===== src/rtl/sram_pkg.sv =====
// Shared definitions for the SRAM arbiter: FSM state encoding, grant history and strobe timing defaults.
package sram_pkg;

    typedef enum logic [2:0] {
        IDLE      = 3'd0,
        RD_ACCESS = 3'd1,
        WR_SETUP  = 3'd2,
        WR_PULSE  = 3'd3,
        WR_HOLD   = 3'd4,
        RECOVER   = 3'd5
    } sram_state_t;

    typedef enum logic {
        GRANT_READ  = 1'b0,
        GRANT_WRITE = 1'b1
    } grant_t;

    localparam int DEFAULT_ACCESS_CYCLES = 2;
    localparam int MAX_ACCESS_CYCLES     = 15;
    localparam int STROBE_CNT_W          = 4;

endpackage


===== src/rtl/sram_strobe_timer.sv =====
// Down-counter that times one strobe phase; done is high once the reloaded count reaches zero.
module sram_strobe_timer
    import sram_pkg::*;
(
    input  logic                    clk,
    input  logic                    reset,
    input  logic                    load,
    input  logic [STROBE_CNT_W-1:0] load_val,
    output logic                    done
);

    logic [STROBE_CNT_W-1:0] count;

    always_ff @(posedge clk or posedge reset) begin
        if (reset)
            count <= '0;
        else if (load)
            count <= load_val;
        else if (count != '0)
            count <= count - 1'b1;
    end

    assign done = (count == '0);

endmodule


===== src/rtl/sram_arbiter.sv =====
// Round-robin read/write arbiter driving an asynchronous single-port SRAM with programmable strobe width.
// Define SRAM_BOUNDS_CHECK_EN to reject addresses >= sram_capacity with *_invalid pulses.
module sram_arbiter
    import sram_pkg::*;
#(
    parameter int data_width      = 16,
    parameter int sram_addr_width = 12,
    parameter int sram_capacity   = 4096,
    parameter int access_cycles   = DEFAULT_ACCESS_CYCLES
) (
    input  logic                       clk,
    input  logic                       reset,
    input  logic                       req_sram_read,
    input  logic                       req_sram_write,
    input  logic [sram_addr_width-1:0] req_sram_read_addr,
    input  logic [sram_addr_width-1:0] req_sram_write_addr,
    input  logic [data_width-1:0]      data_to_sram,
    output logic                       sram_read_ready,
    output logic                       sram_write_ready,
    output logic [data_width-1:0]      data_from_sram,
    output logic                       sram_read_invalid,
    output logic                       sram_write_invalid,
    output logic [sram_addr_width-1:0] sram_addr,
    output logic [data_width-1:0]      sram_dq_out,
    output logic                       sram_dq_oe,
    input  logic [data_width-1:0]      sram_dq_in,
    output logic                       sram_ce_n,
    output logic                       sram_oe_n,
    output logic                       sram_we_n
);

    localparam logic [STROBE_CNT_W-1:0] STROBE_RELOAD = STROBE_CNT_W'(access_cycles - 1);

    sram_state_t                state;
    grant_t                     last_grant;
    logic                       grant_rd, grant_wr;
    logic                       strobe_load, strobe_done;
    logic [sram_addr_width-1:0] rd_addr_eff, wr_addr_eff;

`ifdef SRAM_BOUNDS_CHECK_EN
    localparam logic [sram_addr_width:0] CAP_LIMIT = (sram_addr_width+1)'(sram_capacity);

    logic rd_oob, wr_oob;
    logic rd_inv_q, wr_inv_q;

    assign rd_addr_eff        = req_sram_read_addr;
    assign wr_addr_eff        = req_sram_write_addr;
    assign rd_oob             = ({1'b0, req_sram_read_addr}  >= CAP_LIMIT);
    assign wr_oob             = ({1'b0, req_sram_write_addr} >= CAP_LIMIT);
    assign sram_read_invalid  = rd_inv_q;
    assign sram_write_invalid = wr_inv_q;
`else
    // Unchecked build: addresses wrap onto the power-of-two span covering the capacity.
    localparam int CAP_AW = $clog2(sram_capacity);
    localparam logic [sram_addr_width-1:0] ADDR_MASK =
        (CAP_AW >= sram_addr_width) ? '1 : sram_addr_width'((64'd1 << CAP_AW) - 64'd1);

    assign rd_addr_eff        = req_sram_read_addr  & ADDR_MASK;
    assign wr_addr_eff        = req_sram_write_addr & ADDR_MASK;
    assign sram_read_invalid  = 1'b0;
    assign sram_write_invalid = 1'b0;
`endif

    // On a tie the type not served last wins; a lone request always wins.
    assign grant_rd = req_sram_read && (!req_sram_write || last_grant == GRANT_WRITE);
    assign grant_wr = req_sram_write && !grant_rd;

    // RD_ACCESS is only entered from IDLE and WR_PULSE only from WR_SETUP.
    assign strobe_load = (state == IDLE) || (state == WR_SETUP);

    sram_strobe_timer u_strobe (
        .clk      (clk),
        .reset    (reset),
        .load     (strobe_load),
        .load_val (STROBE_RELOAD),
        .done     (strobe_done)
    );

    always_ff @(posedge clk or posedge reset) begin
        if (reset) begin
            state            <= IDLE;
            last_grant       <= GRANT_WRITE;
            sram_read_ready  <= 1'b0;
            sram_write_ready <= 1'b0;
            data_from_sram   <= '0;
            sram_addr        <= '0;
            sram_dq_out      <= '0;
            sram_dq_oe       <= 1'b0;
            sram_ce_n        <= 1'b1;
            sram_oe_n        <= 1'b1;
            sram_we_n        <= 1'b1;
`ifdef SRAM_BOUNDS_CHECK_EN
            rd_inv_q         <= 1'b0;
            wr_inv_q         <= 1'b0;
`endif
        end else begin
            sram_read_ready  <= 1'b0;
            sram_write_ready <= 1'b0;
`ifdef SRAM_BOUNDS_CHECK_EN
            rd_inv_q         <= 1'b0;
            wr_inv_q         <= 1'b0;
`endif
            case (state)
                IDLE: begin
                    if (grant_rd) begin
                        last_grant <= GRANT_READ;
`ifdef SRAM_BOUNDS_CHECK_EN
                        if (rd_oob) begin
                            rd_inv_q <= 1'b1;
                            state    <= RECOVER;
                        end else
`endif
                        begin
                            sram_addr <= rd_addr_eff;
                            sram_ce_n <= 1'b0;
                            sram_oe_n <= 1'b0;
                            state     <= RD_ACCESS;
                        end
                    end else if (grant_wr) begin
                        last_grant <= GRANT_WRITE;
`ifdef SRAM_BOUNDS_CHECK_EN
                        if (wr_oob) begin
                            wr_inv_q <= 1'b1;
                            state    <= RECOVER;
                        end else
`endif
                        begin
                            sram_addr   <= wr_addr_eff;
                            sram_dq_out <= data_to_sram;
                            sram_dq_oe  <= 1'b1;
                            sram_ce_n   <= 1'b0;
                            state       <= WR_SETUP;
                        end
                    end
                end
                RD_ACCESS: begin
                    if (strobe_done) begin
                        data_from_sram  <= sram_dq_in;
                        sram_ce_n       <= 1'b1;
                        sram_oe_n       <= 1'b1;
                        sram_read_ready <= 1'b1;
                        state           <= RECOVER;
                    end
                end
                WR_SETUP: begin
                    sram_we_n <= 1'b0;
                    state     <= WR_PULSE;
                end
                WR_PULSE: begin
                    if (strobe_done) begin
                        sram_we_n <= 1'b1;
                        state     <= WR_HOLD;
                    end
                end
                WR_HOLD: begin
                    sram_dq_oe       <= 1'b0;
                    sram_ce_n        <= 1'b1;
                    sram_write_ready <= 1'b1;
                    state            <= RECOVER;
                end
                // Upstream still holds req this cycle; ignoring it avoids a double service.
                RECOVER: state <= IDLE;
                default: state <= IDLE;
            endcase
        end
    end

    a_no_bus_fight: assert property (@(posedge clk) disable iff (reset) !(sram_dq_oe && !sram_oe_n));

endmodule


===== config.mk =====
export PLATFORM = sky130hd
export DESIGN_NAME = sram_arbiter
export DESIGN_NICKNAME = d
export VERILOG_FILES = /design/src/rtl/sram_pkg.sv /design/src/rtl/sram_strobe_timer.sv /design/src/rtl/sram_arbiter.sv
export SDC_FILE = /design/constraint.sdc
export NUM_CORES = 1
export LEC_CHECK = 0
export CAP_MARGIN = 20
export CORE_ASPECT_RATIO = 1.25
export CORE_MARGIN = 2
export CORE_UTILIZATION = 35
export DETAILED_ROUTE_END_ITERATION = 10
export HOLD_SLACK_MARGIN = 0.08
export PLACE_DENSITY_LB_ADDON = 0.1
export SLEW_MARGIN = 25
export SYNTH_ARGS = -nofsm -noshare
export SYNTH_HDL_FRONTEND = slang
export SYNTH_SLANG_ARGS = --single-unit

===== constraint.sdc =====
create_clock -name clk -period 2 [get_ports clk]
set_input_delay 0.4 -clock clk [delete_from_list [all_inputs] [get_ports clk]]
set_output_delay 0.4 -clock clk [all_outputs]
set_load 0.02 [all_outputs]

Word-level counts from Yosys, hierarchy flattened --
Cells that the tools add are included.
Word-level totals: output and inout port bits 52, word-level logic and storage cells 70, input port bits 60, register bits 58
Cells by class: muxes and demuxes 23, equality and inequality tests 10, $add $sub $neg 1, reductions and logical operators 23, bitwise operators 1
Operators with widths (number):
- $mux 12 | 2
- $pmux 3 s5 | 1
- $reduce_and 3->1 | 5
- $mux 3 | 4
- $mux 1 | 10
- $ne 2x2->1 const B | 5
- $reduce_bool 2->1 | 5
- $mux 4 | 2
- $eq 3x2->1 const B | 2
- $pmux 1 s2 | 3
- $reduce_and 2->1 | 3
- $logic_not 4->1 | 1
- $reduce_bool 4->1 | 1
- $sub 4x1->4 const B | 1
- $eq 3x1->1 const B | 1
- $eq 3x3->1 const B | 1
- $logic_not 3->1 | 1
- $ne 3x3->1 const B | 1
- $pmux 1 s3 | 1
- $reduce_bool 3->1 | 1
- $logic_and 1x1->1 | 2
- $logic_not 1->1 | 2
- $logic_or 1x1->1 | 2
- $not 1->1 | 1

Logic depth before layout (Yosys ltp) --
Gate-level depths: netlist of the first run.
depth in word-level cells 8, gate-level depth with buffers 7, gate-level depth less buffers 5

Cells and area by module --
From an unflattened synthesis of the first run, not the netlist that was laid out.
Unflattened totals: cells, all modules 178, area total of the unflattened synthesis 2497.4 um^2
Modules (own cells, without submodules):
- sram_arbiter | seq. area each 1356.3 um^2, instances 1, area each 2260.9 um^2, cells an instance 155
- sram_strobe_timer | seq. area each 100.1 um^2, instances 1, area each 236.5 um^2, cells an instance 23

Least setup slack after synthesis of the first run --
Ideal clock, no wire load.
path kind reg2reg, start register u_strobe.count[0], end register data_from_sram[10], data arrival time 1877 ps, library setup time 125 ps, path buffers 2, clock period less this slack 2002 ps, required time 1875 ps, setup slack -2 ps, cell stages (with the launch flop) 8, path through dfrtp_1 -> inv_1 -> ha_1 -> or3b_4 -> nor4b_4 -> buf_6 -> buf_12 -> mux2_4
On the way: cells in the longest elaborated chain, start to end 2
Ends and longest elaborated chain:
- start, declared | RTL line sram_strobe_timer.sv:12 | logic [STROBE_CNT_W-1:0] count;
- start signal, assigned | RTL line sram_strobe_timer.sv:18 | count <= load_val;
- start signal, assigned | RTL line sram_strobe_timer.sv:20 | count <= count - 1'b1;
- $logic_not 4->1 | RTL line sram_strobe_timer.sv:23 | assign done = (count == '0);
- $reduce_and 2->1 (no source line)
- end signal, assigned | RTL line sram_arbiter.sv:138 | data_from_sram <= sram_dq_in;
- end, declared | RTL line sram_arbiter.sv:20 | output logic [data_width-1:0] data_from_sram,
Every way passes these cells. A chain may end at the register's enable or synchronous reset.

Worst setup path after layout of the first run --
start register u_strobe.count[1], end register data_from_sram[8]
The elaborated chain is that of the path after synthesis.

==> impl_results.md, run 1 <==
- Status: finished, violations left
- Failing checks: negative setup slack
- Clk_skew: 0.00814 ns
- Pins Over Slew Limit: 0
- YS warnings: 0
- Hold WC Path Type: primary input to asynchronous set/reset pin
- Post-synth top flop: dfrtp_1
- Clock-pin transition on the worst setup and hold timing paths: 0.06 ns
- Synth Area per Inst: 14.1 µm²
- DR vias/cell: 4.73
- Clk_lat worst skew: 0.33 ns
- Total CTS buffers: 9
- Unique masters post-synth: 37
- Most frequent cells after synthesis: dfrtp_1 (54), mux2_2 (25), o21bai_1 (12), o221a_2 (12)
- H-tree depth: 3
- GPL Wtd Cong: 0.710
- Die Wd: 79.1 µm
- Top Ports: 112
- DR vias: 1891
- Synth area leaders: dfrtp_1 (55%), mux2_2 (11%), o221a_2 (5.5%)
- Final worst slack: -0.0345 ns
- Clk sink count: 58
- Fin crit share: 102%
- Gr usage total: 16.3%
- Design area: 0.00410 mm²
- Leak: 1.73 nW
- Mapped Area: 0.00247 mm²
- Residual DRC: 0
- Fin. Hold Viols: 0
- Crit path arrival time: 2.25 ns
- Max-Cap Viols: 0
- Die height: 97.9 µm
- Cells after DPL: 375
- CTS tree: done
- Root Driver: clkbuf_8
- RSZ-0062 raised after global routing: true
- Post-route minimum period: 2.03 ns
- Cell Area, Placed: 0.00372 mm²
- Peak Freq: 492 MHz
- Core Area: 0.00689 mm²
- Hold_buf cts: 0
- Non-Filler Instances: 400
- Detailed-placement wirelength estimate: 4.30 mm
- Reg area: 0.00146 mm²
- CP Launch Type: flip-flop
- Top-count cell post-synth: dfrtp_1
- Cell Pwr Density: 1630 mW/mm²
- Antenna-violating nets left: 0
- Share of flip-flops with an asynchronous set or reset: 100%
- Net count reported at finish: 367
- Post-synth EDFFs: 0
- Synth-to-layout area growth: 65.8%
- First-pass GRT wire length: 9.64 mm
- I/O Buffers: 109
- CP endpoint kind: flip-flop
- ANT cells: 0
- Gr ovfl total: 0
- DRT iter0 DRCs: 62
- Number of global-route vias before repair: 2031
- Max clock buf depth: 2
- Area of the multi-input gates: 952 µm²
- Drt first pass iters: 4
- Rows: 34
- Total Wirelength: 6.16 mm
- Synthesized instance count: 175
- Layout cells sized above 1: 29.7%
- Filler cell count: 575
- Initial antenna violation count: 0
- Post-synth top area share: 54.7%
- Class of the most critical setup path: flip-flop to flip-flop
- Final setup viols: 15
- Largest net degree at the start of global routing: 27
- Synthesis-stage register bit count: 58
- Worst Path Max Fanout: 5
- Worst path required time: 2.21 ns
- Maximum VDD drop: 0.702 mV
- Seq/Total Area, Yosys: 59.0%
- Cell taking the most area after synthesis: dfrtp_1
- Avg WL per Cell: 15.4 µm
- Initial cell density of the core: 35.8%
- Die Area: 0.00775 mm²
==> final timing paths <==
| kind | slack, ns | cells after the start | start | end |
|---|---|---|---|---|
| worst max-delay path | -0.03 | 7 | u_strobe.count[1] | data_from_sram[8] |
| worst min-delay path | 0.38 | 2 | reset | sram_addr[2] |
| worst max register to register | -0.03 | 7 | u_strobe.count[1] | data_from_sram[8] |
| worst min register to register | 0.49 | 2 | last_grant | last_grant |
| max in group asynchronous | 1.11 | 3 | reset | sram_ce_n |
| min in group clk | 0.49 | 2 | last_grant | last_grant |
==> stage by stage <==
stage | total power [mW] | hold WS, ns | util [%] | setup WS [ns] | TNS, ns
2_1_floorplan | 3.89 | 0.463 | - | 0.0235 | 0
3_3_place_gp | 5.22 | 0.479 | 54.0 | 0.0292 | 0
3_5_place_dp | 5.25 | 0.478 | 54.0 | -0.0391 | -0.294
4_1_cts | 6.49 | 0.375 | 57.3 | -0.0380 | -0.291
5_1_grt | 7.06 | 0.397 | 59.4 | -0.107 | -1.46
6_report | 6.68 | 0.381 | 59.4 | -0.0345 | -0.306
==> cell type report <==
| class | instances | area share (%) |
|---|---|---|
| Timing Repair Buffer | 131 | 32.6 |
| Tap cell | 90 | 2.75 |
| Clock inverter | 5 | 1.89 |
| Clock buffer | 11 | 3.45 |
| Multi-Input combinational cell | 100 | 23.3 |
| Inverter | 5 | 0.458 |
| Sequential cell | 58 | 35.6 |
==> cells in the final DEF (no fill, tap or decap), drive strengths merged, types with 2 or more instances in the layout <==
master,instances
dfrtp,54
clkdlybuf4s50,109
o221a,12
conb,2
dfstp,4
nor3,2
clkinv,2
bufinv,2
buf,20
clkbuf,13
a21oi,2
mux2,32
xnor2,3
nor2,7
inv,5
nand2,4
nand3,2
nand2b,2
o21ai,4
ha,2
o21bai,12
==> registers in the layout, indices dropped and copies added, names as in the netlist, 3 cells and up <==
register and flops:
data_from_sram 16, sram_addr 12, sram_dq_out 16, state 3, u_strobe.count 4
==> routing by layer <==
| metal | vias up | GRT usage [%] | wire, µm |
|---|---|---|---|
| met2 | 73 | 25.3 | 2900 |
| li1 | 885 | - | - |
| met1 | 915 | 19.7 | 2630 |
| met3 | 18 | 4.81 | 406 |
| met5 | - | 0 | 0 |
| met4 | 0 | 10.5 | 232 |
==> what timing repair did <==
action / in CTS / in global routing
pin swaps: 0 / 2
setup buffers: 1 / 5
gates cloned: 0 / 3
gates resized for setup: 0 / 13
setup endpoints to repair: 12 / 16
==> critical path, cell delays in order (launching register included) <==
cell,delay (ns)
dfrtp_1,0.40
inv_2,0.09
ha_4,0.13
or3b_4,0.39
nor4b_4,0.29
buf_6,0.18
clkbuf_16,0.15
mux2_4,0.29
==> power by group <==
group / switching, mW / total (mW) / internal [mW]
Combinational: 1.43 / 3.38 / 1.94
Sequential: 0.331 / 2.10 / 1.77
Clock: 0.466 / 1.20 / 0.732
Total: 2.23 / 6.68 / 4.45
==> kinds of logic (layout without fill, tap and decap cells) <==
group | count (synthesis) | count (layout) | share of synthesized area, %
multiplexers | 32 | 32 | 15.7
flip-flops | 58 | 58 | 59.0
other | 1 | 2 | 0.152
XOR/XNOR | 3 | 3 | 1.06
buffers and inverters | 18 | 152 | 4.51
AO/OA/AOI/OAI | 37 | 37 | 12.6
adder cells (fa/ha/maj) | 2 | 2 | 1.01
AND/OR/NAND/NOR | 24 | 24 | 6.03
No activity file was read; power rests on OpenSTA's default activity.
==> inputs of run 2 (changes only) <==
--- a/config.mk
+++ b/config.mk
@@ -10,7 +10,6 @@
 export CORE_MARGIN = 2
 export CORE_UTILIZATION = 35
 export DETAILED_ROUTE_END_ITERATION = 10
-export HOLD_SLACK_MARGIN = 0.08
 export PLACE_DENSITY_LB_ADDON = 0.1
 export SLEW_MARGIN = 25
 export SYNTH_ARGS = -nofsm -noshare
==> results of run 2 <==
Final layout, timing and power as in run 1 (identical DEF).
